===== src/rtl/imm_pkg.sv =====
// Shared format codes, RV32/64 major opcodes and skid-buffer state encoding
// for the registered immediate generator.
package imm_pkg;

  typedef enum logic [2:0] {
    FMT_I   = 3'd0,
    FMT_S   = 3'd1,
    FMT_B   = 3'd2,
    FMT_U   = 3'd3,
    FMT_J   = 3'd4,
    FMT_Z   = 3'd5,
    FMT_ILL = 3'd7
  } fmt_e;

  localparam logic [6:0] OP_LOAD   = 7'b0000011;
  localparam logic [6:0] OP_IMM    = 7'b0010011;
  localparam logic [6:0] OP_JALR   = 7'b1100111;
  localparam logic [6:0] OP_IMM32  = 7'b0011011;
  localparam logic [6:0] OP_STORE  = 7'b0100011;
  localparam logic [6:0] OP_BRANCH = 7'b1100011;
  localparam logic [6:0] OP_LUI    = 7'b0110111;
  localparam logic [6:0] OP_AUIPC  = 7'b0010111;
  localparam logic [6:0] OP_JAL    = 7'b1101111;
  localparam logic [6:0] OP_SYSTEM = 7'b1110011;

  typedef enum logic [1:0] {
    ST_EMPTY = 2'd0,
    ST_ONE   = 2'd1,
    ST_FULL  = 2'd2
  } skid_state_e;

endpackage


===== src/rtl/imm_format_decode.sv =====
// Combinational immediate former: resolves the format (from opcode or sel)
// and builds the sign- or zero-extended XLEN immediate.
module imm_format_decode
  import imm_pkg::*;
#(
  parameter int XLEN        = 32,
  parameter bit AUTO_DECODE = 1'b0
) (
  input  logic [31:0]     ir,
  input  logic [2:0]      sel,
  output logic [XLEN-1:0] imm,
  output logic [2:0]      fmt,
  output logic            illegal
);

  fmt_e fmt_sel;
  logic unused_bits;

  // Some IR fields only matter in one decode mode; fold them so none dangle.
  assign unused_bits = ^{ir[6:0], ir[14:12], sel};

  always_comb begin
    fmt_sel = FMT_ILL;
    if (AUTO_DECODE) begin
      case (ir[6:0])
        OP_LOAD, OP_IMM, OP_JALR: fmt_sel = FMT_I;
        OP_IMM32:                 fmt_sel = (XLEN == 64) ? FMT_I : FMT_ILL;
        OP_STORE:                 fmt_sel = FMT_S;
        OP_BRANCH:                fmt_sel = FMT_B;
        OP_LUI, OP_AUIPC:         fmt_sel = FMT_U;
        OP_JAL:                   fmt_sel = FMT_J;
        OP_SYSTEM:                fmt_sel = ir[14] ? FMT_Z : FMT_I;
        default:                  fmt_sel = FMT_ILL;
      endcase
    end else if (sel <= 3'd5) begin
      fmt_sel = fmt_e'(sel);
    end
  end

  always_comb begin
    imm = '0;
    case (fmt_sel)
      FMT_I:   imm = XLEN'($signed(ir[31:20]));
      FMT_S:   imm = XLEN'($signed({ir[31:25], ir[11:7]}));
      FMT_B:   imm = XLEN'($signed({ir[31], ir[7], ir[30:25], ir[11:8], 1'b0}));
      FMT_U:   imm = XLEN'($signed({ir[31:12], 12'b0}));
      FMT_J:   imm = XLEN'($signed({ir[31], ir[19:12], ir[20], ir[30:21], 1'b0}));
      FMT_Z:   imm = XLEN'(ir[19:15]);
      default: imm = '0;
    endcase
  end

  assign fmt     = fmt_sel;
  assign illegal = (fmt_sel == FMT_ILL);

endmodule


===== src/rtl/imm_gen_stage.sv =====
// Registered immediate generator stage: decode on entry, two-entry skid
// buffer for full throughput under back-pressure, saturating illegal counter.
module imm_gen_stage
  import imm_pkg::*;
#(
  parameter int XLEN        = 32,
  parameter bit AUTO_DECODE = 1'b0,
  parameter int TAG_W       = 5
) (
  input  logic             clk,
  input  logic             rst,
  input  logic             in_valid,
  output logic             in_ready,
  input  logic [31:0]      in_ir,
  input  logic [2:0]       in_sel,
  input  logic [TAG_W-1:0] in_tag,
  output logic             out_valid,
  input  logic             out_ready,
  output logic [XLEN-1:0]  out_imm,
  output logic [2:0]       out_fmt,
  output logic             out_illegal,
  output logic [TAG_W-1:0] out_tag,
  output logic [15:0]      illegal_cnt
);

  typedef struct packed {
    logic [XLEN-1:0]  imm;
    logic [2:0]       fmt;
    logic             illegal;
    logic [TAG_W-1:0] tag;
  } entry_t;

  skid_state_e state_q, state_d;
  entry_t      head_q, head_d, spare_q, spare_d, new_entry;
  logic [15:0] cnt_q, cnt_d;
  logic        in_fire, out_fire;

  imm_format_decode #(.XLEN(XLEN), .AUTO_DECODE(AUTO_DECODE)) u_decode (
    .ir      (in_ir),
    .sel     (in_sel),
    .imm     (new_entry.imm),
    .fmt     (new_entry.fmt),
    .illegal (new_entry.illegal)
  );
  assign new_entry.tag = in_tag;

  // Ready depends only on state (and reset), never on out_ready.
  assign in_ready  = ~rst & (state_q != ST_FULL);
  assign out_valid = (state_q != ST_EMPTY);
  assign in_fire   = in_valid & in_ready;
  assign out_fire  = out_valid & out_ready;

  always_comb begin
    state_d = state_q;
    head_d  = head_q;
    spare_d = spare_q;
    cnt_d   = cnt_q;
    case (state_q)
      ST_EMPTY: begin
        if (in_fire) begin
          head_d  = new_entry;
          state_d = ST_ONE;
        end
      end
      ST_ONE: begin
        case ({in_fire, out_fire})
          2'b10: begin
            spare_d = new_entry;
            state_d = ST_FULL;
          end
          2'b01:   state_d = ST_EMPTY;
          2'b11:   head_d  = new_entry;
          default: state_d = ST_ONE;
        endcase
      end
      ST_FULL: begin
        if (out_fire) begin
          head_d  = spare_q;
          state_d = ST_ONE;
        end
      end
      default: state_d = ST_EMPTY;
    endcase
    if (out_fire && head_q.illegal && (cnt_q != 16'hFFFF)) begin
      cnt_d = cnt_q + 16'd1;
    end
  end

  always_ff @(posedge clk) begin
    if (rst) begin
      state_q <= ST_EMPTY;
      head_q  <= '0;
      spare_q <= '0;
      cnt_q   <= '0;
    end else begin
      state_q <= state_d;
      head_q  <= head_d;
      spare_q <= spare_d;
      cnt_q   <= cnt_d;
    end
  end

  assign out_imm     = head_q.imm;
  assign out_fmt     = head_q.fmt;
  assign out_illegal = head_q.illegal;
  assign out_tag     = head_q.tag;
  assign illegal_cnt = cnt_q;

endmodule


===== config.mk =====
export PLATFORM = sky130hd
export DESIGN_NAME = imm_gen_stage
export DESIGN_NICKNAME = d
export VERILOG_FILES = /design/src/rtl/imm_pkg.sv /design/src/rtl/imm_format_decode.sv /design/src/rtl/imm_gen_stage.sv
export SDC_FILE = /design/constraint.sdc
export NUM_CORES = 1
export LEC_CHECK = 0
export CORE_MARGIN = 4
export CORE_UTILIZATION = 48
export CTS_BUF_LIST = sky130_fd_sc_hd__clkbuf_2 sky130_fd_sc_hd__clkbuf_4 sky130_fd_sc_hd__clkbuf_8
export DETAILED_ROUTE_END_ITERATION = 7
export MAX_ROUTING_LAYER = met4
export PLACE_DENSITY = 0.79
export REMOVE_ABC_BUFFERS = 1
export SLEW_MARGIN = 20
export SYNTH_ARGS = -nofsm -noshare
export SYNTH_HDL_FRONTEND = slang
export SYNTH_SLANG_ARGS = --single-unit
export TNS_END_PERCENT = 30

===== constraint.sdc =====
create_clock -name clk -period 2.4 [get_ports clk]
set_input_delay 0.48 -clock clk [delete_from_list [all_inputs] [get_ports clk]]
set_output_delay 0.48 -clock clk [all_outputs]
set_load 0.03 [all_outputs]

==> flow_summary.rst, run 1 <==
.. list-table::
   :header-rows: 1

   * - Metric
     - Value
   * - Reg-to-reg slack, setup
     - around 210 ps
   * - Final standard cell area without fillers
     - between 0.006 and 0.007 sq mm
   * - Diode insertion count for antenna repair
     - 0
   * - Placer congestion estimate
     - just over 0.9
   * - Placeable core region
     - just under 0.01 sq mm
   * - Fraction of synthesis flops using an asynchronous set or reset pin
     - 0
   * - First-pass detailed-route iteration total
     - 5
   * - GR peak layer
     - met2
   * - Final count of pins violating max slew
     - 0
   * - CP peak stage delay
     - between 400 and 500 ps
   * - Most frequent standard cell in the layout excluding fill and tap cells
     - dfxtp_1
   * - Number of distinct standard cells referenced by the synthesized netlist
     - 51
   * - Antenna violation net count after detailed routing
     - 0
   * - Status
     - completed
   * - Critical path buffers and inverters
     - 1
   * - Fraction of the core area covered by cells at the end of the flow
     - 0.6272
   * - Finished Layout Cells
     - just under 800
   * - Kind of start point of the critical path
     - flop
   * - DR DRC count
     - 0
   * - Post-placement cell area
     - 0.005911 sq mm
   * - Kind of cell adding the most delay to the critical path
     - simple AND/OR/NAND/NOR gates
   * - Number of DRC violations after detailed-routing iteration 0
     - 235
   * - Setup Viol. Count Final
     - 0
   * - Fin crit share
     - 0.9143
   * - CP cell instances
     - buf_4 > nand2b_1 > and3_1 > ha_1 > and3b_1 > o21ai_1 > o221a_2
   * - Width of the die
     - ~110 microns
   * - Placement-stage worst setup slack
     - -244.2 ps
   * - Area share of the largest cell type after synthesis
     - 0.4209
   * - Number of enable flip-flop cells after synthesis
     - 0
   * - Final total power
     - ~3.7 mW
   * - Via count
     - approximately 4700
   * - Number of hold-repair buffers added at the cts stage
     - 0
   * - Top FF cell, synth
     - dfxtp_1
   * - Maximum clock rate
     - roughly 0.46 GHz
   * - Die Span Y
     - between 100 and 150 microns
   * - Number of CTS-inserted buffers
     - 9
   * - Routing usage on met1
     - 0.3027
   * - Met2 usage
     - 0.3712
   * - Total Die Area
     - approximately 0.012 sq mm
   * - Clock-pin slew on the worst setup and hold paths
     - 100 ps
   * - Worst supply voltage drop on vdd
     - ~370 uV
   * - Max-Cap Viols
     - 0
   * - Share of cells above drive strength 1
     - 0.1248
   * - Areal power density over the cells
     - around 600 mW/mm^2
   * - Net count reported at finish
     - around 700
   * - Number of global-route vias before repair
     - 4487
   * - Antenna violations before repair
     - 0
   * - Kind of critical path
     - flop to flop
   * - Grt met3 use
     - 0.04919
   * - Area of the mapped netlist
     - ~0.0048 sq mm
   * - Layout-stage area growth over the synthesis result
     - 28.31%
   * - Largest fanout of any net on the critical path
     - 9
   * - Clock insertion delay at the later pin of the skew report
     - roughly 370 ps
   * - Sum of net half-perimeters after detailed placement
     - approximately 9.0 mm
   * - Buffers inserted by post-CTS timing repair
     - 0
   * - Synth Register Bits
     - 100
   * - Required time of the critical path
     - around 2700 ps
   * - Detailed-route wire length
     - 13.13 mm
   * - Leading cell types in the layout, fill and taps excluded
     - dfxtp_1 (100), clkdlybuf4s50_1 (93), nand2_1 (56)
   * - Syn Area/Cell
     - 8.388 sq um
   * - Headroom to the max-slew limit
     - 0.4841
   * - Classification of the worst-slack hold path
     - input pin to flop
   * - Count of input and output buffers
     - 95
   * - Number of placed instances with taps included
     - about 770
   * - Setup repair after global routing missed its margin
     - false
   * - Clock skew after layout
     - roughly 12 ps
   * - Setup ws final
     - approximately 210 ps
   * - Cell accounting for the most synthesized area
     - dfxtp_1
   * - Number of vias per cell
     - roughly 6
   * - Root buffer cell
     - clkbuf_8
   * - First-pass GRT wire length
     - 21.71 mm
   * - CP max-delay cell
     - and3b_1
   * - Most area-consuming cells after synthesis
     - dfxtp_1 (42%), o21ai_0 (5.3%), a21oi_1 (5.2%)
   * - Initial Util
     - 0.4888
   * - Total congestion overflow after global routing
     - 0
   * - Leak Pwr
     - between 2 and 2.5 nW
   * - Final-report hold violation count
     - 0
   * - Total number of H-tree levels
     - 3
   * - Number of warnings reported in the yosys synthesis log
     - 0
   * - Total clock sinks
     - 100
   * - Std cell rows
     - 36
   * - Final period demand of the worst path
     - roughly 2200 ps
   * - Buffers from clock root to sink, at most
     - 2
   * - Total track usage
     - 0.2338
   * - IO Pins
     - a little over 100
   * - Endpoint kind of the worst setup timing path
     - flop
   * - Mapped Cells
     - between 500 and 600
   * - Seq/Total Area, Yosys
     - 0.4209
   * - Detail-routed net length per standard cell
     - 16.62 microns
   * - Arrival @ worst endpoint
     - 2450 ps
   * - CTS tree
     - yes
   * - Largest net degree at the start of global routing
     - 65
   * - Slew of the pin with the lowest slew margin
     - roughly 770 ps
==> timing repair <==
action,CTS,global route
setup endpoints to repair,1,5
cloned,0,0
pin swaps,0,0
gates resized for setup,1,1
==> synth_stat cells (all sizes together), types with 5 or more instances <==
master	count
dfxtp	100
a211oi	8
a21oi	49
a22oi	8
mux2i	7
o221a	5
o21ai	51
o22ai	5
nor3	14
or3	8
o31ai	20
inv	5
nor2b	5
clkbuf	31
nor4bb	9
a311oi	17
buf	21
nand4	8
nand3	33
nand2	57
a31o	6
a221oi	6
nor2	51
==> cells by family (layout without fill, tap and decap cells) <==
logic type | Yosys count | after routing | share of synthesized area
AO/OA/AOI/OAI | 186 | 186 | 0.2715
adder cells (fa/ha/maj) | 4 | 4 | 0.009998
buffers and inverters | 57 | 147 | 0.05525
flip-flops | 100 | 100 | 0.4209
multiplexers | 10 | 10 | 0.02184
AND/OR/NAND/NOR | 210 | 210 | 0.2205
==> sequential cells by signal, indices dropped and copies added, names as in the netlist <==
name / cells
spare_q: 41
out_fmt: 3
out_illegal: 1
out_imm: 32
state_q: 2
out_tag: 5
illegal_cnt: 16
==> layout make-up <==
class / count / area (sq um)
fillers: 876 / 3627
inverters: 5 / 18.77
repair buffers: 126 / 1227
flip-flops and latches: 100 / 2002
clock inverters: 7 / 68.82
clock buffers: 9 / 123.9
multi-input cells: 410 / 2495
well taps: 133 / 166.4
==> routing by layer <==
layer | share of wire | vias up
li1 | - | 2275
met1 | 0.44 | 2247
met2 | 0.48 | 166
met3 | 0.058 | 19
met4 | 0.018 | 0
met5 | 0 | -
==> power by group <==
group          total (mW)  switching (mW)  internal (mW)
clock                1.05           0.650          0.405
combinational       0.810           0.471          0.339
sequential           1.80          0.0517           1.75
==> per-stage QoR <==
step | TNS (ps) | hold slack [ps]
after detailed placement | -2556 | 446.9
after global routing | 0 | 376.1
after global placement | -192.0 | 442.1
after CTS | 0 | 360.7
after floorplan | -45340 | 430.5
final | 0 | 374.7
==> path summary, 6_finish.rpt <==
path              startpoint             end  cells after the start
hold reg to reg   spare_q[7]      spare_q[7]                      2
hold / removal           rst  illegal_cnt[3]                      2
setup / recovery  state_q[0]     spare_q[25]                      7
setup reg to reg  state_q[0]     spare_q[25]                      7
(Power assumes the default switching activity.)
==> run 2, diff against run 1 <==
CELL_PAD_IN_SITES_DETAIL_PLACEMENT = 1   (was default)
CELL_PAD_IN_SITES_GLOBAL_PLACEMENT = 2   (was default)
CORE_UTILIZATION = 28   (was 48)
PLACE_DENSITY = default   (was 0.79)
PLACE_DENSITY_LB_ADDON = 0.1   (was default)
==> run 2 against run 1 <==
Routed wire length is 17% higher. Final cell count is 12% higher. Clock power hardly changed. Combinational power is 3.3% higher. Clock-buffer cell count increased by 4. Setup slack improved by 90 ps. Sequential share of layout area is 0.81 points lower. Largest cell class unchanged. Register-to-register slack improved by 100 ps. Total power up 0.37%. Global-route usage down 7.0 points.
==> flow_summary.rst, run 2 (synthesized netlist as in run 1, its figures left out) <==
.. list-table::
   :header-rows: 1

   * - Metric
     - Value
   * - Final-report hold violation count
     - 0 (unchanged)
   * - Total track usage
     - 0.1636 (was 0.2338)
   * - First-pass GRT wire length
     - 25.25 mm (was 21.71 mm)
   * - Largest fanout of any net on the critical path
     - 4 (was 9)
   * - Antenna violations before repair
     - 0 (unchanged)
   * - Std cell rows
     - 47 (was 36)
   * - Number of global-route vias before repair
     - 4823 (was 4487)
   * - Maximum clock rate
     - 0.4751 GHz (was 0.4557 GHz)
   * - Proportion of total power due to net switching
     - 0.3052 (was 0.3197)
   * - Number of CTS-inserted buffers
     - 9 (unchanged)
   * - CTS tree
     - yes (unchanged)
   * - Total congestion overflow after global routing
     - 0 (unchanged)
   * - Worst supply voltage drop on vdd
     - 245.0 uV (was 371.9 uV)
   * - Number of vias per cell
     - 5.264 (was 5.958)
   * - Width of the die
     - 138.3 microns (was 107.5 microns)
   * - Headroom to the max-slew limit
     - 0.5479 (was 0.4841)
   * - Total Die Area
     - 0.01913 sq mm (was 0.01156 sq mm)
   * - Number of DRC violations after detailed-routing iteration 0
     - 195 (was 235)
   * - Clock skew after layout
     - 5.307 ps (was 12.35 ps)
   * - Setup ws final
     - 295.3 ps (was 205.6 ps)
   * - Placer congestion estimate
     - 0.8256 (was 0.9265)
   * - Instance count along the most critical hold path
     - 2 (unchanged)
   * - Net count reported at finish
     - 705 (was 699)
   * - Final total power
     - 3.680 mW (was 3.666 mW)
   * - Final count of pins violating max slew
     - 0 (unchanged)
   * - Kind of critical path
     - flop to output pin (was flop to flop)
   * - Die Span Y
     - 138.3 microns (was 107.5 microns)
   * - Share of cells above drive strength 1
     - 0.1314 (was 0.1248)
   * - Fraction of power consumed by the clock network
     - 0.283 (was 0.288)
   * - Worst reg2reg path depth
     - 9 (was 7)
   * - Required time of the critical path
     - 1920 ps (was 2650 ps)
   * - Switching power of the nets
     - 1.123 mW (was 1.172 mW)
   * - Number of hold-repair buffers added at the cts stage
     - 0 (unchanged)
   * - Sum of net half-perimeters after detailed placement
     - 10.81 mm (was 9.032 mm)
   * - Endpoint kind of the worst setup timing path
     - output pin (was flop)
   * - Root buffer cell
     - clkbuf_8 (unchanged)
   * - First-pass detailed-route iteration total
     - 4 (was 5)
   * - Cell Int Power
     - 2.557 mW (was 2.494 mW)
   * - Max-Cap Viols
     - 0 (unchanged)
   * - Most frequent standard cell in the layout excluding fill and tap cells
     - dfxtp_1 (unchanged)
   * - Total clock sinks
     - 100 (unchanged)
   * - Antenna violation net count after detailed routing
     - 0 (unchanged)
   * - Setup repair after global routing missed its margin
     - false (unchanged)
   * - Placeable core region
     - 0.01664 sq mm (was 0.009729 sq mm)
   * - DR DRC count
     - 0 (unchanged)
   * - Via count
     - 4643 (was 4707)
   * - Buffers from clock root to sink, at most
     - 2 (unchanged)
   * - Leak Pwr
     - 2.194 nW (was 2.149 nW)
   * - Areal power density over the cells
     - 588.2 mW/mm^2 (was 600.8 mW/mm^2)
   * - Combinational group share of total power
     - 0.227 (was 0.221)
   * - Number of flip-flops in the largest register
     - 41 (unchanged)
   * - Register with the most flip-flops
     - spare_q (unchanged)
   * - Placement-stage worst setup slack
     - -28.54 ps (was -244.2 ps)
   * - Detailed-route wire length
     - 15.30 mm (was 13.13 mm)
   * - Status
     - completed (unchanged)
   * - Leading cell types in the layout, fill and taps excluded
     - dfxtp_1 (100), clkdlybuf4s50_1 (93), nand2_1 (56) (unchanged)
   * - Setup Viol. Count Final
     - 0 (unchanged)
   * - Reg power frac
     - 0.490 (was 0.492)
   * - Clock insertion delay at the later pin of the skew report
     - 370 ps (about the same)
   * - IO Pins
     - 103 (unchanged)
   * - Count of input and output buffers
     - 95 (unchanged)
   * - Final period demand of the worst path
     - 2105 ps (was 2194 ps)
   * - Total number of H-tree levels
     - 3 (unchanged)
   * - Slew of the pin with the lowest slew margin
     - 673.6 ps (was 771.0 ps)
   * - Initial Util
     - 0.2858 (was 0.4888)
   * - Classification of the worst-slack hold path
     - flop to flop (was input pin to flop)
   * - Fin crit share
     - 0.8770 (was 0.9143)
   * - Kind of start point of the critical path
     - flop (unchanged)
   * - Clock-pin slew on the worst setup and hold paths
     - 90 ps (was 100 ps)
   * - Arrival @ worst endpoint
     - 1620 ps (was 2450 ps)
   * - Diode insertion count for antenna repair
     - 0 (unchanged)
   * - Layout-stage area growth over the synthesis result
     - 31.54% (was 28.31%)
   * - Largest net degree at the start of global routing
     - 65 (unchanged)
   * - Detail-routed net length per standard cell
     - 17.35 microns (was 16.62 microns)
## run 2: worst max-delay path, cell delays in order, from the launching register on
cell and delay, ps:
dfxtp_1 340, or2_2 310, clkdlybuf4s50_1 610
## run 2: area by class of cell
class                   instances  area [sq um]
clock buffers                  13         166.4
well taps                     220         275.3
repair buffers                132          1289
inverters                       5         18.77
clock inverters                 2         10.01
multi-input cells             410          2495
flip-flops and latches        100          2002
fillers                      1952         10390
## run 2: timing repair
action,CTS,global route
buffers inserted,0,0
resized for setup,0,1
setup endpoints to repair,0,1
## run 2: worst paths after layout
check	endpoint	startpoint	slack, ps
worst min-delay path	spare_q[8]	spare_q[8]	460
worst max register to register	out_imm[0]	state_q[0]	310
worst max-delay path	out_valid	state_q[0]	300
worst min register to register	spare_q[8]	spare_q[8]	460
## run 2: metal layers
layer | part of all wire | track usage | vias up
met3 | 0.024 | 0.02072 | 17
met1 | 0.48 | 0.2066 | 2267
met4 | 0.018 | 0.05824 | 0
met5 | 0 | - | -
met2 | 0.48 | 0.2700 | 78
li1 | - | - | 2281
## run 2: stage by stage
stage | instances | setup TNS, ps | utilization | area [sq um] | hold WS (ps)
2_1_floorplan | 515 | -45340 | - | 4512 | 430.5
3_3_place_gp | 867 | 0 | 0.3652 | 6077 | 442.3
3_5_place_dp | 867 | -143.5 | 0.3652 | 6077 | 448.6
4_1_cts | 882 | 0 | 0.3758 | 6254 | 462.4
5_1_grt | 882 | 0 | 0.3759 | 6256 | 490.9
6_report | 882 | 0 | 0.3759 | 6256 | 461.1
## run 2: power groups by stage
stage          logic (mW)  registers (mW)  clock network [mW]
3_3_place_gp        0.835            1.84                   0
3_5_place_dp        0.849            1.84                   0
2_1_floorplan       0.291            1.96                   0
6_report            0.837            1.80                1.04
4_1_cts             0.852            1.80                1.10
5_1_grt             0.908            1.82                1.17
